**config.mk**
```make
export PLATFORM = sky130hd
export DESIGN_NAME = rr_bus_arbiter8
export DESIGN_NICKNAME = d
export VERILOG_FILES = /design/src/rtl/rr_bus_arbiter8.sv
export SDC_FILE = /design/constraint.sdc
export NUM_CORES = 1
export LEC_CHECK = 0
export ABC_AREA = 1
export ABC_CLOCK_PERIOD_IN_PS = 3800
export BUFFER_PORTS_ARGS = -buffer_cell sky130_fd_sc_hd__buf_2
export CORE_ASPECT_RATIO = 1.5
export CORE_UTILIZATION = 40
export DETAILED_ROUTE_END_ITERATION = 10
export GPL_TIMING_DRIVEN = 0
export PLACE_DENSITY_LB_ADDON = 0.3
export SLEW_MARGIN = 20
export SYNTH_ARGS = -nofsm -noshare
export SYNTH_HDL_FRONTEND = slang
export SYNTH_SLANG_ARGS = --single-unit
```
**constraint.sdc**
```tcl
create_clock -name clk -period 3.8 [get_ports clk]
set_input_delay 0.57 -clock clk [delete_from_list [all_inputs] [get_ports clk]]
set_output_delay 0.57 -clock clk [all_outputs]
set_load 0.005 [all_outputs]
```
**src/rtl/rr_bus_arbiter8.sv**
```systemverilog
// Round-robin arbiter and burst sequencer for the shared 16-bit 8:1 bus mux.
// Grants one source at a time, runs a valid/ready beat handshake and bounds each grant to HOLD_MAX beats.
module rr_bus_arbiter8 #(
  parameter int HOLD_MAX = 4,
  parameter int CNT_W    = 3
) (
  input  logic             clk,
  input  logic             rst_n,
  input  logic [7:0]       req,
  input  logic [7:0]       last,
  input  logic             out_ready,
  output logic [2:0]       sel,
  output logic [7:0]       gnt,
  output logic             out_valid,
  output logic             busy,
  output logic [CNT_W-1:0] beat_cnt
);

  typedef enum logic {
    ST_IDLE  = 1'b0,
    ST_GRANT = 1'b1
  } state_t;

  state_t           r_state;
  state_t           w_state_nxt;
  logic [2:0]       r_sel;
  logic [2:0]       w_sel_nxt;
  logic [7:0]       r_gnt;
  logic [7:0]       w_gnt_nxt;
  logic [2:0]       r_ptr;
  logic [2:0]       w_ptr_nxt;
  logic [CNT_W-1:0] r_beat_cnt;
  logic [CNT_W-1:0] w_beat_cnt_nxt;
  logic             r_busy;
  logic             w_busy_nxt;

  logic [2:0]       w_winner;
  logic             w_valid;
  logic             w_beat;
  logic [CNT_W-1:0] w_cnt_inc;
  logic             w_release;

  // Rotating priority scan: walk offsets high to low so the lowest offset from ptr wins.
  always_comb begin
    logic [2:0] idx;
    w_winner = r_ptr;
    idx      = r_ptr;
    for (int i = 7; i >= 0; i--) begin
      idx = r_ptr + 3'(i);
      if (req[idx]) begin
        w_winner = idx;
      end else begin
        w_winner = w_winner;
      end
    end
  end

  // Beat handshake and release qualification for the granted source.
  always_comb begin
    if (r_state == ST_GRANT) begin
      w_valid = req[r_sel];
    end else begin
      w_valid = 1'b0;
    end
    w_beat    = w_valid & out_ready;
    w_cnt_inc = r_beat_cnt + {{(CNT_W-1){1'b0}}, 1'b1};
    w_release = ~req[r_sel]
              | (w_beat & last[r_sel])
              | (w_beat & (w_cnt_inc == CNT_W'(HOLD_MAX)));
  end

  // Next-state and next-output logic.
  always_comb begin
    w_state_nxt    = r_state;
    w_sel_nxt      = r_sel;
    w_gnt_nxt      = r_gnt;
    w_ptr_nxt      = r_ptr;
    w_beat_cnt_nxt = r_beat_cnt;
    w_busy_nxt     = r_busy;
    case (r_state)
      ST_IDLE: begin
        if (|req) begin
          w_state_nxt    = ST_GRANT;
          w_sel_nxt      = w_winner;
          w_gnt_nxt      = 8'd1 << w_winner;
          w_beat_cnt_nxt = {CNT_W{1'b0}};
          w_busy_nxt     = 1'b1;
        end else begin
          w_gnt_nxt      = 8'd0;
          w_busy_nxt     = 1'b0;
        end
      end
      ST_GRANT: begin
        if (w_release) begin
          w_state_nxt    = ST_IDLE;
          w_gnt_nxt      = 8'd0;
          w_busy_nxt     = 1'b0;
          w_beat_cnt_nxt = {CNT_W{1'b0}};
          w_ptr_nxt      = r_sel + 3'd1;
        end else if (w_beat) begin
          w_beat_cnt_nxt = w_cnt_inc;
        end else begin
          w_beat_cnt_nxt = r_beat_cnt;
        end
      end
      default: begin
        w_state_nxt    = ST_IDLE;
        w_gnt_nxt      = 8'd0;
        w_busy_nxt     = 1'b0;
        w_beat_cnt_nxt = {CNT_W{1'b0}};
      end
    endcase
  end

  // State and output registers.
  always_ff @(posedge clk or negedge rst_n) begin
    if (!rst_n) begin
      r_state    <= ST_IDLE;
      r_sel      <= 3'd0;
      r_gnt      <= 8'd0;
      r_ptr      <= 3'd0;
      r_beat_cnt <= {CNT_W{1'b0}};
      r_busy     <= 1'b0;
    end else begin
      r_state    <= w_state_nxt;
      r_sel      <= w_sel_nxt;
      r_gnt      <= w_gnt_nxt;
      r_ptr      <= w_ptr_nxt;
      r_beat_cnt <= w_beat_cnt_nxt;
      r_busy     <= w_busy_nxt;
    end
  end

  assign sel       = r_sel;
  assign gnt       = r_gnt;
  assign busy      = r_busy;
  assign beat_cnt  = r_beat_cnt;
  assign out_valid = w_valid;

endmodule
```
==> results of run 1 <==
[synthesized netlist by cell type (all sizes together), types with 2 or more instances]
master | number | area [µm²]
o21ai | 21 | 105
dfrtp | 19 | 475
nand2 | 93 | 379
a21oi | 12 | 71.3
ha | 5 | 62.6
a221o | 2 | 20.0
xor2 | 2 | 25.0
o31ai | 2 | 20.0
inv | 28 | 105
nor2 | 10 | 37.5
nand3 | 41 | 230
buf | 5 | 46.3
[sequential cells by signal, summed over array words and instances, names as in the netlist]
register,count
r_ptr,3
sel,3
beat_cnt,3
busy,1
r_state,1
gnt,8
[layer usage]
layer / GRT usage [%] / vias up / wire length (µm)
li1: - / 887 / -
met1: 23.7 / 771 / 1670
met2: 39.4 / 32 / 2200
met3: 1.71 / 10 / 88
met4: 10.3 / 0 / 142
met5: 0 / - / 0
[cell families after synthesis]
logic type,share of synthesized area [%]
and+or+nand+nor,41.0
AOI/OAI and AO/OA,14.7
buffers and inverters,9.57
DFF,29.3
adders and majority gates,3.86
xor gates and xnor gates,1.54
[final cells by class]
class | instances | area (µm²)
fillers | 418 | 2030
multi-input cells | 194 | 991
flip-flops and latches | 19 | 475
repair buffers | 34 | 170
inverters | 29 | 109
well taps | 45 | 56.3
plain buffers | 5 | 46.3
clock buffers | 3 | 41.3
clock inverters | 1 | 5.00
[metrics by stage]
stage | utilization [%] | std cells
finish | 48.3 | 330
global route | 48.3 | 330
CTS | 48.3 | 330
detailed placement | 47.1 | 326
global placement | 47.1 | 326
floorplan | - | 247
[worst max-delay path: stages (launching register included)]
cell     delay [ns]
dfrtp_1        0.51
inv_2          0.08
buf_6          0.15
ha_1           0.39
inv_2          0.16
nand3_1        0.11
nand3_1        0.14
nand2_1        0.11
a21oi_1        0.12
nand2_1        0.06
nand2_1        0.05
nand2_1        0.04
nand2_1        0.07
nand2_2        0.07
a21oi_4        0.17
nand3_1        0.11
o21ai_1        0.13
[how the worst max path moves through the flow]
stage	from	end	slack, ns	cells after the start
global placement	r_ptr[1]	gnt[1]	1.25	16
CTS	r_ptr[1]	gnt[1]	1.23	16
detailed placement	r_ptr[1]	gnt[1]	1.25	16
global route	r_ptr[1]	gnt[1]	0.98	16
floorplan	r_ptr[1]	gnt[0]	1.67	16
finish	r_ptr[1]	gnt[1]	1.23	16
==> metrics.md, run 1 <==
| Metric | Value |
|---|---|
| Synthesized cell area | `1620 µm²` |
| Slew Limit Headroom | `70.7%` |
| Die Y | `80.0 µm` |
| Post-synth EDFFs | `0` |
| WL final | `4110 µm` |
| Final max-slew violation count | `0` |
| I/O pin cnt | `35` |
| Status | `completed` |
| Worst Max-Slew Pin Slew | `0.437 ns` |
| Max-cap violation count | `0` |
| CTS Hold Bufs | `0` |
| Pre-CTS setup slack | `1.25 ns` |
| WL per Instance | `12.4 µm` |
| Core ar. | `3920 µm²` |
| H-tree Lvls | `1` |
| Vias per inst | `5.15` |
| CTS tree | `built` |
| Die area | `4320 µm²` |
| Synth async-reset ratio | `100%` |
| Post-synthesis sequential area ratio | `29.3%` |
| DRC | `0` |
| Chip width | `54.0 µm` |
| Hpwl dp | `between 3000 and 4000 µm` |
| Primary FF master, synth | `dfrtp_1` |
| Post-CTS setup buffer count | `0` |
| Crit Path Category | `register to register` |
| RSZ-0062 raised after global routing | `no` |
| Gr usage total | `21.5%` |
| Via count | `1700` |
| DRT Pass-1 Iters | `4` |
| # diodes | `0` |
| Crit path capture type | `register` |
| RR Startpoint | `r_ptr[1]` |
| Post-DRT Antenna Nets | `0` |
| Req. time, crit path | `3.98 ns` |
| PostCTS Resize Cnt | `0` |
| Initial Util | `41.3%` |
| Sink Count | `19` |
| Final instance area | `1890 µm²` |
| Share of layout cells above drive strength 1 | `between 20 and 25%` |
| Most frequent cells in the layout | `81 x nand2_1, 36 x nand3_1, 35 x buf_2` |
| I/O Buffers | `34` |
| Cell count after synthesis | `247` |
| Final setup TNS | `0 ns` |
| Yosys cell types | `28` |
| Final Hold Viols | `0` |
| Fin crit period | `2.57 ns` |
| Global-route wire length before repair | `7010 µm` |
| Peak Freq | `roughly 0.39 GHz` |
| Remaining global-route overflow | `0` |
| Syn avg cell area | `6.57 µm²` |
| Worst path arrival time | `2.75 ns` |
| CTS Buf Count | `3` |
| Setup violators final | `0` |
| CP max FO | `10` |
| Worst hold-check path type | `input port to async pin` |
| Commonest non-fill, non-tap cell in the layout | `nand2_1` |
| CTS root buf | `clkbuf_8` |
| Cell Rows | `28` |
| Tcrit/Tclk final | `between 60% and 70%` |
| Area delta synth->final | `16.8%` |
| Worst flop-to-flop path endpoint | `gnt[1]` |
| Largest net degree at the start of global routing | `20` |
| Syn_nets | `approximately 270` |
| R2R cell count | `16` |
| Vias in the first global route | `about 1700` |
| Starting DRT DRC Count | `38` |
| Post-Route Skew | `0.00168 ns` |
| Register-to-Register Setup Slack | `1.23 ns` |
| Placed cell area | `1850 µm²` |
| Routability cong. | `between 0.8 and 0.9` |
| Initial antenna violation count | `0` |
| Worst setup SP type | `register` |
| Skew-Pair Late Insertion Delay | `0.25 ns` |
| CTS Buffer Depth | `2` |
| YS warnings | `0` |
| Flop and latch count out of synthesis | `19` |
| Clock-pin slew on the worst setup and hold paths | `0.07 ns` |
| Nets@finish | `310` |
| Final setup margin | `1.23 ns` |
| Hold Worst Slack | `0.251 ns` |
Power of run 1 is not shown: default switching activity piles up to over one toggle a cycle in this logic, so the estimate is an artifact.
==> run 2: changes to the inputs <==
- ABC_CLOCK_PERIOD_IN_PS: 3800 -> 2150
- clock period: 3.8 -> 2.15 ns (I/O delays scaled with it)
==> metrics.md, run 2 (synthesized netlist as in run 1, its figures left out) <==
| Metric | Value |
|---|---|
| WL per Instance | `13.2 µm (was 12.4 µm)` |
| Initial Util | `41.3% (unchanged)` |
| H-tree Lvls | `1 (unchanged)` |
| Worst path arrival time | `2.31 ns (was 2.75 ns)` |
| Crit path capture type | `register (unchanged)` |
| Gr usage total | `22.1% (was 21.5%)` |
| Via count | `1794 (was 1700)` |
| Global-route wire length before repair | `7160 µm (was 7010 µm)` |
| Initial antenna violation count | `0 (unchanged)` |
| Crit Path Category | `register to register (unchanged)` |
| DRT Pass-1 Iters | `4 (unchanged)` |
| Final Hold Viols | `0 (unchanged)` |
| CTS tree | `built (unchanged)` |
| CTS Buffer Depth | `2 (unchanged)` |
| Post-DRT Antenna Nets | `0 (unchanged)` |
| Slew Limit Headroom | `70.5% (was 70.7%)` |
| Post-Route Skew | `0.00208 ns (was 0.00168 ns)` |
| Starting DRT DRC Count | `35 (was 38)` |
| Vias per inst | `5.31 (was 5.15)` |
| Nets@finish | `318 (was 310)` |
| DRC | `0 (unchanged)` |
| Skew-Pair Late Insertion Delay | `0.25 ns (about the same)` |
| RSZ-0062 raised after global routing | `yes (was no)` |
| Hpwl dp | `3330 µm (unchanged)` |
| CP max FO | `6 (was 10)` |
| Chip width | `54.0 µm (unchanged)` |
| Final max-slew violation count | `0 (unchanged)` |
| Placed cell count | `326 (unchanged)` |
| RR Startpoint | `r_ptr[1] (unchanged)` |
| Tcrit/Tclk final | `99.0% (was 67.6%)` |
| Die area | `4320 µm² (unchanged)` |
| Register-to-Register Setup Slack | `0.02 ns (was 1.23 ns)` |
| Final setup TNS | `0 ns (unchanged)` |
| Worst flop-to-flop path endpoint | `gnt[0] (was gnt[1])` |
| Req. time, crit path | `2.33 ns (was 3.98 ns)` |
| Peak Freq | `0.470 GHz (was 0.389 GHz)` |
| Area delta synth->final | `32.2% (was 16.8%)` |
| Routability cong. | `0.882 (unchanged)` |
| Worst setup SP type | `register (unchanged)` |
| Sink Count | `19 (unchanged)` |
| Die Y | `80.0 µm (unchanged)` |
| # diodes | `0 (unchanged)` |
| Fin crit period | `2.13 ns (was 2.57 ns)` |
| Largest register FFs | `8 (unchanged)` |
| Fillers | `381 (was 418)` |
| Worst Max-Slew Pin Slew | `0.441 ns (was 0.437 ns)` |
| Status | `completed (unchanged)` |
| Cell Rows | `28 (unchanged)` |
| Core ar. | `3920 µm² (unchanged)` |
| CTS Buf Count | `3 (unchanged)` |
| CTS root buf | `clkbuf_8 (unchanged)` |
| Share of layout cells above drive strength 1 | `36.5% (was 24.2%)` |
| Remaining global-route overflow | `0 (unchanged)` |
| Clock-pin slew on the worst setup and hold paths | `0.07 ns (about the same)` |
| Largest net degree at the start of global routing | `20 (unchanged)` |
| Layout Utilization | `54.6% (was 48.3%)` |
| Final Non-Filler Cells | `338 (was 330)` |
| Setup violators final | `0 (unchanged)` |
| R2R cell count | `13 (was 16)` |
| I/O Buffers | `34 (unchanged)` |
| Worst hold-check path type | `input port to async pin (unchanged)` |
| Commonest non-fill, non-tap cell in the layout | `nand2_1 (unchanged)` |
| WL final | `4480 µm (was 4110 µm)` |
| Max-cap violation count | `0 (unchanged)` |
| Vias in the first global route | `1725 (was 1683)` |
| Most frequent cells in the layout | `71 x nand2_1, 35 x buf_2, 24 x nand3_1 (was 81 x nand2_1, 36 x nand3_1, 35 x buf_2)` |
| I/O pin cnt | `35 (unchanged)` |
==> run 2: cell types whose count changed in the layout (fill, tap and decap cells not counted), sizes merged <==
cell,previous run,this run
buf,39,46
clkinvlp,0,2
clkinv,2,1
==> run 2: stage by stage <==
step,area [µm²],hold WS [ns],setup slack (ns)
global route,2140,0.0403,-0.0898
detailed placement,1850,0.284,-0.404
global placement,1850,0.282,-0.396
CTS,1970,0.00883,0.00393
finish,2140,0.00330,0.0207
floorplan,1620,0.0269,0.0161
==> run 2: layout make-up <==
type	instances	area [µm²]	area share (%)
Multi-Input combinational cell	194	1160	54.2
Sequential cell	19	477	22.2
Timing Repair Buffer	41	226	10.6
Inverter	29	120	5.60
Tap cell	45	56.3	2.63
Buffer	5	50.0	2.34
Clock buffer	3	41.3	1.93
Clock inverter	1	5.00	0.234
Timing Repair inverter	1	5.00	0.234
==> run 2: worst max path at each step <==
stage                   from      to  slack, ns
floorplan           r_ptr[1]  gnt[0]       0.02
global placement    r_ptr[1]  gnt[1]      -0.40
detailed placement  r_ptr[1]  gnt[1]      -0.40
CTS                 r_ptr[1]  gnt[1]      0.004
global route        r_ptr[1]  gnt[0]      -0.09
finish              r_ptr[1]  gnt[0]       0.02
==> run 2: critical path, cell delays in order (launching register included) <==
cell	delay (ns)
dfrtp_2	0.40
inv_2	0.05
buf_6	0.12
ha_4	0.34
nand3_2	0.13
nand3_1	0.16
nand2_1	0.11
a21oi_1	0.12
nand2_1	0.06
nand2_1	0.07
nand2_2	0.07
a21oi_4	0.19
nand3_1	0.10
o21ai_1	0.14
==> run 2: what timing repair did <==
item                                    CTS  global route
endpoints found under the setup margin   11            13
resized for setup                         9            36
pin swaps                                 2            17
setup buffers                             5             2
cloned                                    0             1
hold buffers                              0             0
endpoints found under the hold margin     0             0
==> run 2: routing by layer <==
layer / global-route usage, % / wire length (µm) / part of all wire (%) / vias to the layer above
met5: 0 / 0 / 0 / -
met4: 11.0 / 170 / 3.8 / 0
met3: 1.52 / 99 / 2.2 / 16
met2: 40.2 / 2490 / 56 / 42
met1: 24.3 / 1710 / 38 / 827
li1: - / - / - / 909
Power of run 2 is left out for the same reason.
==> run 3: changes to the inputs <==
- ABC_AREA: 1 -> 0
- CTS_CLUSTER_DIAMETER: unset -> 60
==> metrics.md, run 3 <==
| Metric | Value |
|---|---|
| Worst path arrival time | `2.93 ns (was 2.31 ns)` |
| DRT Pass-1 Iters | `4 (unchanged)` |
| Post-synthesis sequential area ratio | `23.9% (was 29.3%)` |
| GRT met1 Usage | `26.7% (was 24.3%)` |
| Yosys cell types | `55 (was 28)` |
| Vias per inst | `5.88 (was 5.31)` |
| CTS Buffer Depth | `2 (unchanged)` |
| Count leader, synth | `nand2_1 (unchanged)` |
| Worst Max-Slew Pin Slew | `0.539 ns (was 0.441 ns)` |
| Initial Util | `41.3% (about the same)` |
| Synthesized cell area | `1990 µm² (was 1620 µm²)` |
| Final setup margin | `-0.631 ns (was 0.0207 ns)` |
| Via count | `1922 (was 1794)` |
| Tcrit/Tclk final | `129% (was 99.0%)` |
| Max-cap violation count | `0 (unchanged)` |
| Peak Freq | `0.360 GHz (was 0.470 GHz)` |
| Final Hold Viols | `11 (was 0)` |
| Largest stage delay, worst path | `0.56 ns (was 0.40 ns)` |
| Top delay family on crit path | `multiplexers (was simple AND/OR/NAND/NOR gates)` |
| Largest register FFs | `8 (unchanged)` |
| Syn_nets | `231 (was 271)` |
| Nets@finish | `286 (was 318)` |
| Clock-pin slew on the worst setup and hold paths | `0.08 ns (was 0.07 ns)` |
| Crit Path Category | `register to register (unchanged)` |
| Setup violators final | `13 (was 0)` |
| Initial antenna violation count | `0 (unchanged)` |
| RSZ-0062 raised after global routing | `yes (unchanged)` |
| Most frequent cells in the layout | `36 x buf_2, 24 x nand2_1, 19 x dfrtp_1 (was 71 x nand2_1, 35 x buf_2, 24 x nand3_1)` |
| Area of the multi-input gates | `1540 µm² (was 1160 µm²)` |
| WL per Instance | `17.7 µm (was 13.2 µm)` |
| Violated checks | `hold timing, setup timing` |
| CTS Buf Count | `3 (unchanged)` |
| YS warnings | `0 (unchanged)` |
| Hold Worst Slack | `-0.00261 ns (was 0.00330 ns)` |
| # diodes | `0 (unchanged)` |
| Most frequent cell on the critical path | `buf_6 (was nand2_1)` |
| R2R cell count | `13 (unchanged)` |
| Cell taking the most area after synthesis | `dfrtp_1 (unchanged)` |
| Gr usage total | `23.5% (was 22.1%)` |
| Layout Utilization | `54.8% (was 54.6%)` |
| Synth area leaders | `dfrtp_1 24%, mux4_2 18%, mux2i_1 7.6%, nand2_1 4.7%, ha_1 3.2% (was dfrtp_1 29%, nand2_1 19%, nand3_1 11%, inv_1 5.1%, nand2_2 4.6%)` |
| Post-Route Skew | `0.00663 ns (was 0.00208 ns)` |
| Req. time, crit path | `2.30 ns (was 2.33 ns)` |
| Worst setup SP type | `register (unchanged)` |
| Most frequent cells after synthesis | `25 x nand2_1, 19 x dfrtp_1, 16 x mux4_2, 15 x mux2i_1, 10 x clkbuf_1 (was 81 x nand2_1, 36 x nand3_1, 22 x inv_1, 19 x dfrtp_1, 12 x nand2_2)` |
| Crit path capture type | `register (unchanged)` |
| Starting DRT DRC Count | `47 (was 35)` |
| WL final | `5770 µm (was 4480 µm)` |
| Register area | `475 µm² (was 477 µm²)` |
| H-tree Lvls | `1 (unchanged)` |
| Cell count after synthesis | `207 (was 247)` |
| Hpwl dp | `4130 µm (was 3330 µm)` |
| Die area | `5260 µm² (was 4320 µm²)` |
| Worst flop-to-flop path endpoint | `gnt[5] (was gnt[0])` |
| Primary FF master, synth | `dfrtp_1 (unchanged)` |
| Synth async-reset ratio | `100% (unchanged)` |
| CTS tree | `built (unchanged)` |
| CP max FO | `5 (was 6)` |
| Yosys top cell area share | `23.9% (was 29.3%)` |
| Register-to-Register Setup Slack | `-0.63 ns (was 0.02 ns)` |
| Skew-Pair Late Insertion Delay | `0.26 ns (was 0.25 ns)` |
| Post-synth EDFFs | `0 (unchanged)` |
| I/O pin cnt | `35 (unchanged)` |
| Area delta synth->final | `32.8% (was 32.2%)` |
| Slew Limit Headroom | `64.0% (was 70.5%)` |
| Commonest non-fill, non-tap cell in the layout | `buf_2 (was nand2_1)` |
| Cell Rows | `31 (was 28)` |
| Core ar. | `4810 µm² (was 3920 µm²)` |
| CTS root buf | `clkbuf_8 (unchanged)` |
| Crit-path slowest cell | `mux4_2 (was dfrtp_2)` |
| Grt met2 use | `43.8% (was 40.2%)` |
| Worst hold-check path type | `input port to async pin (unchanged)` |
| Post-DRT Antenna Nets | `0 (unchanged)` |
| Met3 usage | `1.46% (was 1.52%)` |
| Status | `finished with violations (was completed)` |
| Syn avg cell area | `9.59 µm² (was 6.57 µm²)` |
| RR Startpoint | `r_ptr[0] (was r_ptr[1])` |
| Vias in the first global route | `1914 (was 1725)` |
| Sink Count | `19 (unchanged)` |
| Pre-CTS setup slack | `-0.884 ns (was -0.404 ns)` |
| Busiest layer in global routing | `met2 (unchanged)` |
| Placed cell area | `2290 µm² (was 1850 µm²)` |
| Fillers | `462 (was 381)` |
| Flop and latch count out of synthesis | `19 (unchanged)` |
| Critical path buffers and inverters | `5 (was 2)` |
| I/O Buffers | `32 (was 34)` |
| Critical Path, Cell by Cell | `buf_6 > buf_12 > inv_8 > ha_4 > buf_6 > mux2i_1 > mux4_2 > o32ai_4 > buf_6 > o211ai_4 > nor2_4 > nor3_2 > a22o_1 (was inv_2 > buf_6 > ha_4 > nand3_2 > nand3_1 > nand2_1 > a21oi_1 > nand2_1 > nand2_1 > nand2_2 > a21oi_4 > nand3_1 > o21ai_1)` |
| Share of layout cells above drive strength 1 | `43.3% (was 36.5%)` |
| DRC | `0 (unchanged)` |
| Die Y | `88.3 µm (was 80.0 µm)` |
| Final instance area | `2640 µm² (was 2140 µm²)` |
| Routability cong. | `0.869 (was 0.882)` |
| Final max-slew violation count | `0 (unchanged)` |
| Global-route wire length before repair | `9380 µm (was 7160 µm)` |
| Largest net degree at the start of global routing | `20 (unchanged)` |
| Remaining global-route overflow | `0 (unchanged)` |
| Fin crit period | `2.78 ns (was 2.13 ns)` |
| Chip width | `59.5 µm (was 54.0 µm)` |
-- run 3: changes by cell type in the layout (fill, tap and decap cells not counted), moves of 6 or more --
cell / before / now
nand2_1: 71 / 24
nand2_2: 21 / 1
nand3_2: 11 / 0
o21ai_0: 10 / 1
inv_1: 21 / 4
buf_4: 7 / 13
nand3_1: 24 / 8
mux2i_1: 0 / 12
buf_6: 3 / 9
mux4_2: 0 / 16
clkbuf_1: 0 / 7
nand3_4: 6 / 0
nand2b_1: 0 / 6
-- run 3: how the worst max path moves through the flow --
stage	start	to	depth (start not counted)
global placement	r_ptr[1]	gnt[5]	11
global route	r_ptr[0]	gnt[3]	12
finish	r_ptr[0]	gnt[5]	13
detailed placement	r_ptr[0]	gnt[4]	12
floorplan	r_ptr[0]	gnt[5]	12
CTS	r_ptr[0]	gnt[3]	12
-- run 3: area by class of cell --
type,instances,area share (%)
clock buffer,3,1.57
clock inverter,1,0.190
sequential,19,18.0
inverter,8,1.52
tap,66,3.13
buffer,18,4.84
multi-input combinational,161,58.4
timing repair buffer,51,12.3
-- run 3: cell families after synthesis --
| group | Yosys count | share of synthesized area (%) |
|---|---|---|
| XOR/XNOR | 5 | 2.21 |
| multiplexers | 37 | 29.4 |
| flip-flops | 19 | 23.9 |
| AND/OR/NAND/NOR | 66 | 17.0 |
| buffers and inverters | 27 | 6.43 |
| AO/OA/AOI/OAI | 48 | 17.9 |
| adder cells (fa/ha/maj) | 5 | 3.15 |
-- run 3: what timing repair did --
| item | 4_1_cts | 5_1_grt |
|---|---|---|
| buffers inserted | 16 | 3 |
| setup endpoints to repair | 18 | 19 |
| hold buffers | 0 | 0 |
| resized for setup | 28 | 11 |
| pin swaps | 13 | 9 |
-- run 3: routing by layer --
metal	vias up	part of all wire, %
met2	70	56
met4	0	3.1
li1	902	-
met5	-	0
met3	14	2.7
met1	936	38
-- run 3: through the flow --
stage / hold WS [ns] / cells / setup TNS [ns]
after floorplan: 0.0269 / 207 / -5.61
after global placement: 0.283 / 305 / -9.17
after detailed placement: 0.284 / 305 / -9.70
after CTS: 0.00277 / 324 / -5.87
after global routing: 0.0249 / 327 / -7.91
final: -0.00261 / 327 / -6.35
Power of run 3 is left out for the same reason.
